## src/rtl/cube_pkg.sv

```systemverilog
// Shared constants for the cube net renderer: face indices, sticker codes,
// net placement tables, FSM encoding and the RGB333 palette.
package cube_pkg;

    localparam int FRONT  = 0;
    localparam int BACK   = 1;
    localparam int LEFT   = 2;
    localparam int RIGHT  = 3;
    localparam int TOP    = 4;
    localparam int BOTTOM = 5;

    localparam logic [2:0] CODE_WHITE  = 3'd0;
    localparam logic [2:0] CODE_YELLOW = 3'd1;
    localparam logic [2:0] CODE_RED    = 3'd2;
    localparam logic [2:0] CODE_ORANGE = 3'd3;
    localparam logic [2:0] CODE_GREEN  = 3'd4;
    localparam logic [2:0] CODE_BLUE   = 3'd5;

    localparam logic [8:0] COLOUR_BORDER = 9'h000;

    // Net position of each face in face units; entries 6 and 7 are never selected.
    localparam logic [1:0] FACE_FX [0:7] = '{FRONT: 2'd1, BACK: 2'd3, LEFT: 2'd0,
                                             RIGHT: 2'd2, TOP: 2'd1, BOTTOM: 2'd1,
                                             default: 2'd0};
    localparam logic [1:0] FACE_FY [0:7] = '{FRONT: 2'd1, BACK: 2'd1, LEFT: 2'd1,
                                             RIGHT: 2'd1, TOP: 2'd0, BOTTOM: 2'd2,
                                             default: 2'd0};

    typedef enum logic [2:0] {
        ST_IDLE  = 3'd0,
        ST_LOAD  = 3'd1,
        ST_CHECK = 3'd2,
        ST_DRAW  = 3'd3,
        ST_NEXT  = 3'd4,
        ST_FIN   = 3'd5
    } state_t;

    function automatic logic [8:0] code_to_rgb333(input logic [2:0] code);
        case (code)
            CODE_WHITE:  code_to_rgb333 = 9'h1FF;
            CODE_YELLOW: code_to_rgb333 = 9'h1F8;
            CODE_RED:    code_to_rgb333 = 9'h1C0;
            CODE_ORANGE: code_to_rgb333 = 9'h1E0;
            CODE_GREEN:  code_to_rgb333 = 9'h038;
            CODE_BLUE:   code_to_rgb333 = 9'h007;
            default:     code_to_rgb333 = 9'h000;
        endcase
    endfunction

endpackage

```

## src/rtl/sticker_painter.sv

```systemverilog
// Walks one CELLxCELL sticker cell, emitting one registered pixel per cycle
// while go is high; the last column and row of the cell form the black border.
module sticker_painter
    import cube_pkg::*;
#(
    parameter int CELL = 8
) (
    input  logic       clk,
    input  logic       resetn,
    input  logic       go,
    input  logic [7:0] base_x,
    input  logic [7:0] base_y,
    input  logic [2:0] code,
    output logic       last,
    output logic [7:0] x,
    output logic [6:0] y,
    output logic [8:0] colour,
    output logic       plot
);

    localparam logic [7:0] CELL_M1 = 8'(CELL - 1);

    logic [7:0] px_q, px_d, py_q, py_d;
    logic [7:0] x_q, x_d;
    logic [6:0] y_q, y_d;
    logic [8:0] colour_q, colour_d;
    logic       plot_q, plot_d;

    assign last = (px_q == CELL_M1) && (py_q == CELL_M1);

    // Counters rest at zero between stickers so each cell starts at its corner.
    always_comb begin
        px_d     = 8'd0;
        py_d     = 8'd0;
        x_d      = x_q;
        y_d      = y_q;
        colour_d = colour_q;
        plot_d   = 1'b0;
        if (go) begin
            x_d    = base_x + px_q;
            y_d    = 7'(base_y + py_q);
            plot_d = 1'b1;
            if ((px_q == CELL_M1) || (py_q == CELL_M1)) begin
                colour_d = COLOUR_BORDER;
            end else begin
                colour_d = code_to_rgb333(code);
            end
            if (last) begin
                px_d = 8'd0;
                py_d = 8'd0;
            end else if (px_q == CELL_M1) begin
                px_d = 8'd0;
                py_d = py_q + 8'd1;
            end else begin
                px_d = px_q + 8'd1;
                py_d = py_q;
            end
        end else begin
            plot_d = 1'b0;
        end
    end

    always_ff @(posedge clk) begin
        if (!resetn) begin
            px_q     <= 8'd0;
            py_q     <= 8'd0;
            x_q      <= 8'd0;
            y_q      <= 7'd0;
            colour_q <= 9'h000;
            plot_q   <= 1'b0;
        end else begin
            px_q     <= px_d;
            py_q     <= py_d;
            x_q      <= x_d;
            y_q      <= y_d;
            colour_q <= colour_d;
            plot_q   <= plot_d;
        end
    end

    assign x      = x_q;
    assign y      = y_q;
    assign colour = colour_q;
    assign plot   = plot_q;

endmodule

```

## src/rtl/cube_net_drawer.sv

```systemverilog
// Renders an NxNxN cube state as a cross-shaped net into the VGA frame buffer.
// Define CUBE_NET_DIFF_EN to redraw only stickers that changed since the last pass.
module cube_net_drawer
    import cube_pkg::*;
#(
    parameter int GRID = 3,
    parameter int CELL = 8,
    parameter int X0   = 32,
    parameter int Y0   = 24
) (
    input  logic                      clk,
    input  logic                      resetn,
    input  logic [6*GRID*GRID*3-1:0]  cube_state,
    input  logic                      start,
    output logic [7:0]                x,
    output logic [6:0]                y,
    output logic [8:0]                colour,
    output logic                      plot,
    output logic                      busy,
    output logic                      done
);

    localparam int NSTK  = 6 * GRID * GRID;
    localparam int SW    = NSTK * 3;
    localparam int IDX_W = $clog2(NSTK);
    localparam int F     = GRID * CELL;
    localparam logic [IDX_W-1:0] LAST_IDX = IDX_W'(NSTK - 1);
    localparam logic [2:0]       G_M1     = 3'(GRID - 1);

    state_t            state_q, state_d;
    logic [SW-1:0]     snap_q;
    logic              force_pend_q;
    logic [IDX_W-1:0]  idx_q;
    logic [2:0]        face_q, row_q, col_q;
    logic              busy_q, busy_d, done_q, done_d;
    logic [2:0]        code_s;
    logic              draw_s, paint_go_s, paint_last_s;
    logic [7:0]        base_x_s, base_y_s;

    assign code_s   = snap_q[3*int'(idx_q) +: 3];
    assign base_x_s = 8'(X0) + 8'(FACE_FX[face_q]) * 8'(F) + 8'(col_q) * 8'(CELL);
    assign base_y_s = 8'(Y0) + 8'(FACE_FY[face_q]) * 8'(F) + 8'(row_q) * 8'(CELL);

`ifdef CUBE_NET_DIFF_EN
    logic [SW-1:0] shadow_q;
    logic          force_pass_q;

    assign draw_s = force_pass_q || (shadow_q[3*int'(idx_q) +: 3] != code_s);

    // Shadow tracks what is on screen; a forced pass refreshes every entry.
    always_ff @(posedge clk) begin
        if (!resetn) begin
            shadow_q     <= '0;
            force_pass_q <= 1'b0;
        end else begin
            if (state_q == ST_LOAD) begin
                force_pass_q <= force_pend_q;
            end
            if ((state_q == ST_CHECK) && draw_s) begin
                shadow_q[3*int'(idx_q) +: 3] <= code_s;
            end
        end
    end
`else
    assign draw_s = 1'b1;
`endif

    always_ff @(posedge clk) begin
        if (!resetn) begin
            state_q      <= ST_IDLE;
            snap_q       <= '0;
            force_pend_q <= 1'b1;
            idx_q        <= '0;
            face_q       <= 3'd0;
            row_q        <= 3'd0;
            col_q        <= 3'd0;
            busy_q       <= 1'b0;
            done_q       <= 1'b0;
        end else begin
            state_q      <= state_d;
            busy_q       <= busy_d;
            done_q       <= done_d;
            // A start coinciding with LOAD must survive to request the next pass.
            force_pend_q <= start || (force_pend_q && (state_q != ST_LOAD));
            if (state_q == ST_LOAD) begin
                snap_q <= cube_state;
                idx_q  <= '0;
                face_q <= 3'd0;
                row_q  <= 3'd0;
                col_q  <= 3'd0;
            end else if (state_q == ST_NEXT) begin
                idx_q <= idx_q + IDX_W'(1);
                if (col_q == G_M1) begin
                    col_q <= 3'd0;
                    if (row_q == G_M1) begin
                        row_q  <= 3'd0;
                        face_q <= face_q + 3'd1;
                    end else begin
                        row_q <= row_q + 3'd1;
                    end
                end else begin
                    col_q <= col_q + 3'd1;
                end
            end
        end
    end

    always_comb begin
        state_d = state_q;
        case (state_q)
            ST_IDLE: begin
                if (force_pend_q || (cube_state != snap_q)) begin
                    state_d = ST_LOAD;
                end else begin
                    state_d = ST_IDLE;
                end
            end
            ST_LOAD:  state_d = ST_CHECK;
            ST_CHECK: state_d = draw_s ? ST_DRAW : ST_NEXT;
            ST_DRAW:  state_d = paint_last_s ? ST_NEXT : ST_DRAW;
            ST_NEXT:  state_d = (idx_q == LAST_IDX) ? ST_FIN : ST_CHECK;
            ST_FIN:   state_d = ST_IDLE;
            default:  state_d = ST_IDLE;
        endcase
    end

    // busy/done are registered from the next state so they line up with it.
    always_comb begin
        busy_d     = (state_d != ST_IDLE);
        done_d     = (state_d == ST_FIN);
        paint_go_s = (state_q == ST_DRAW);
    end

    sticker_painter #(
        .CELL (CELL)
    ) u_painter (
        .clk    (clk),
        .resetn (resetn),
        .go     (paint_go_s),
        .base_x (base_x_s),
        .base_y (base_y_s),
        .code   (code_s),
        .last   (paint_last_s),
        .x      (x),
        .y      (y),
        .colour (colour),
        .plot   (plot)
    );

    assign busy = busy_q;
    assign done = done_q;

endmodule
```

## config.mk

```make
export PLATFORM = sky130hd
export DESIGN_NAME = cube_net_drawer
export DESIGN_NICKNAME = d
export VERILOG_FILES = /design/src/rtl/cube_pkg.sv /design/src/rtl/sticker_painter.sv /design/src/rtl/cube_net_drawer.sv
export SDC_FILE = /design/constraint.sdc
export NUM_CORES = 1
export LEC_CHECK = 0
export CAP_MARGIN = 20
export CORE_MARGIN = 5
export CORE_UTILIZATION = 58
export DETAILED_ROUTE_END_ITERATION = 10
export GPL_ROUTABILITY_DRIVEN = 1
export GPL_TIMING_DRIVEN = 0
export HOLD_SLACK_MARGIN = 0.06
export PLACE_DENSITY = 0.82
export SLEW_MARGIN = 20
export SYNTH_ARGS = -nofsm -noshare
export SYNTH_HDL_FRONTEND = slang
export SYNTH_SLANG_ARGS = --single-unit
export TNS_END_PERCENT = 20
```

## constraint.sdc

```tcl
create_clock -name clk -period 7.2 [get_ports clk]
set_input_delay 0.72 -clock clk [delete_from_list [all_inputs] [get_ports clk]]
set_output_delay 0.72 -clock clk [all_outputs]
set_load 0.1 [all_outputs]
```

==> summary.txt <==
Die
  – Initial Util: 59.3%
  – Core ar.: 19600 um^2
  – Die ar.: 23000 um^2
  – Chip width: 152 um
  – Chip height: 152 um
  – Row count: 51
  – I/O pin total: 192

Timing
  – Worst rel slew slack: 32.5%
  – Final setup skew: 0.0104 ns
  – RSZ-0062 raised after global routing: false
  – Highest clock rate: 310 MHz
  – Setup TNS: 0 ns
  – Final Max Slew Viols: 0
  – Final setup fails: 0
  – Final worst path period share: 44.8%
  – Hold Fails Final Rpt: 0
  – Min Hold Slack: 0.465 ns
  – Min Clock Period, post-route: 3.23 ns
  – Tightest Pin Transition: 1.00 ns

Clock tree
  – CTS Hold Bufs: 0
  – CTS tree: built
  – H-tree depth: 1
  – Clock transition at path regs: 0.06 ns
  – Setup bufs post-CTS: 0
  – CTS root buffer: clkbuf_16
  – Clock Path Buffers: 3
  – CTS Buf Count: 25
  – Clk sink count: 219
  – CTS resizes: 0
  – Latest clock arrival within the worst-skew pair: 0.54 ns

Global routing
  – Global-route usage over all layers: 41.6%
  – Initial antenna violation count: 2
  – Largest net degree at the start of global routing: 14
  – Congestion Overflow GR: 0
  – Number of global-route vias before repair: 11600
  – First-pass GRT wire length: 70.1 mm

Cells and area
  – Area of the multi-input gates: 6550 um^2
  – Final core utilization: 75.0%
  – Design area: 14700 um^2
  – # diodes: 0
  – Area grow syn2layout: 26.4%
  – Commonest non-fill, non-tap cells in the layout: nand2_1, dfxtp_1, clkdlybuf4s50_1, a21oi_1, inv_1
  – Final nets: 1829
  – Commonest non-fill, non-tap cell in the layout: nand2_1
  – Register area: 4380 um^2
  – Layout cells sized above 1: 6.64%
  – Fill cells: 1386

Synthesis
  – FFs w/ async S/R, synth: 0%
  – Unique masters post-synth: 62
  – Post-synthesis net count: 1611
  – Synth Warn #: 0
  – Syn Inst Count: 1421
  – Yosys reg bits: 219
  – Main synth FF type: dfxtp_1
  – Syn_area_per_cell: 8.18 um^2
  – Number of synthesized flops with an enable pin: 0
  – Register area share after synthesis: 37.7%
  – Netlist Area Pre-Place: 11600 um^2

Placement
  – Post-DP Area: 13900 um^2
  – Port-buffer cells: 191
  – Hpwl dp: 38.9 mm
  – RePlAce Congestion: 1.05

Detailed routing
  – DRC: 0
  – Vias/cell: 6.27
  – Detailed Routing Iterations Pass 1: 6
  – Avg WL per Cell: 25.6 um
  – ANT nets after route: 0
  – Final WL: 49.2 mm
  – Via count: 12100
  – DR iter-0 viols: 1415

Setup path
  – Crit-path cells: clkdlybuf4s50_1, inv_1, a2111o_1, nor3_1, nand4_1, or4_4, o31ai_4, a41oi_1
  – Worst Path Buf+Inv: 2
  – Slowest cell on the critical path: or4_4
  – Max FO, Critical Path: 3
  – Worst setup SP type: input pin
  – Setup Crit Path Kind: in2reg
  – Critical Path Sink Type: flip-flop
  – Critical Path AT: 3.60 ns
  – CP top delay family: simple AND/OR/NAND/NOR gates
  – Slowest stage delay, CP: 0.64 ns
  – CP required: 7.57 ns

Power and ir drop
  – Pleak: 0.00541 uW
  – Cell Pwr Density: 221 nW/um^2
  – VDD IR max: 0.170 mV
  – Final Power: 3250 uW

Job
  – Max cap viols: 0

Min path
  – Hold Crit Class: reg2reg

Run status
  – Outcome: completed
-- state kept, by name (all words and copies together) (netlist names) --
signal,count
u_painter.colour,4
done,1
u_painter.py_q,8
face_q,3
snap_q,162
u_painter.y,7
col_q,3
idx_q,6
busy,1
row_q,3
u_painter.plot,1
u_painter.px_q,8
state_q,3
force_pend_q,1
u_painter.x,8
-- synth_stat cells, types with 9 or more instances --
cell	number	area [um^2]
nand2_1	378	1420
dfxtp_1	219	4380
a21oi_1	189	946
inv_1	81	304
xor2_1	80	701
clkbuf_1	64	240
xnor2_1	45	394
nor2_1	42	158
mux4_2	39	878
nand3_1	22	110
nor4_1	22	138
nor2b_1	20	125
nand4_1	19	119
o22ai_1	19	119
ha_1	18	225
nand2b_1	17	106
nor3_1	13	65.1
mux2i_1	12	120
a22oi_1	9	67.6
-- kinds of logic after synthesis --
logic type	count (synthesis)	share of synthesized area (%)
AOI/OAI and AO/OA	274	14.0
muxes	53	8.78
DFF	219	37.7
and+or+nand+nor	559	21.0
adders and majority gates	25	3.14
xor gates and xnor gates	125	9.42
buffers and inverters	166	5.95
-- final timing paths --
kind / from / endpoint / slack (ns) / depth (start not counted)
max: cube_state[3] / busy$_SDFF_PN0_ / 3.97 / 8
min: u_painter.colour[5]$_SDFFE_PN0P_ / u_painter.colour[5]$_SDFFE_PN0P_ / 0.46 / 2
max reg2reg: idx_q[2]$_SDFFE_PP0N_ / u_painter.colour[2]$_SDFFE_PN0P_ / 4.11 / 8
min reg2reg: u_painter.colour[5]$_SDFFE_PN0P_ / u_painter.colour[5]$_SDFFE_PN0P_ / 0.46 / 2
-- final cells by class --
| cell class | instances | share of cell area, % |
|---|---|---|
| Clock buffer | 35 | 4.85 |
| Multi-Input combinational cell | 1036 | 44.6 |
| Inverter | 83 | 2.12 |
| Timing Repair Buffer | 191 | 13.0 |
| Sequential cell | 219 | 29.8 |
| Clock inverter | 10 | 0.800 |
| Tap cell | 265 | 2.26 |
| Buffer | 83 | 2.59 |
-- where the power goes --
part	switching [uW]	internal, uW
clock	533	765
sequential	75.2	1280
combinational	369	226
total	977	2270
-- tightest hold or removal path, cell delays in order, from the launching register on --
cell and delay (ns):
dfxtp_1 0.31, nand3_1 0.06, o21ai_1 0.06
-- per-stage QoR --
stage	cells	worst slack [ns]
5_1_grt	1922	3.90
2_1_floorplan	1421	4.49
6_report	1922	3.97
3_3_place_gp	1877	3.52
3_5_place_dp	1877	3.54
4_1_cts	1922	4.07
-- layer usage --
layer | GRT usage [%] | wire [um] | vias up
li1 | - | - | 5250
met1 | 50.4 | 17400 | 5691
met2 | 65.8 | 22100 | 899
met3 | 12.9 | 6320 | 210
met4 | 23.2 | 3340 | 4
met5 | 0 | 23 | -
Note: power is estimated with default switching activity, not from simulation.
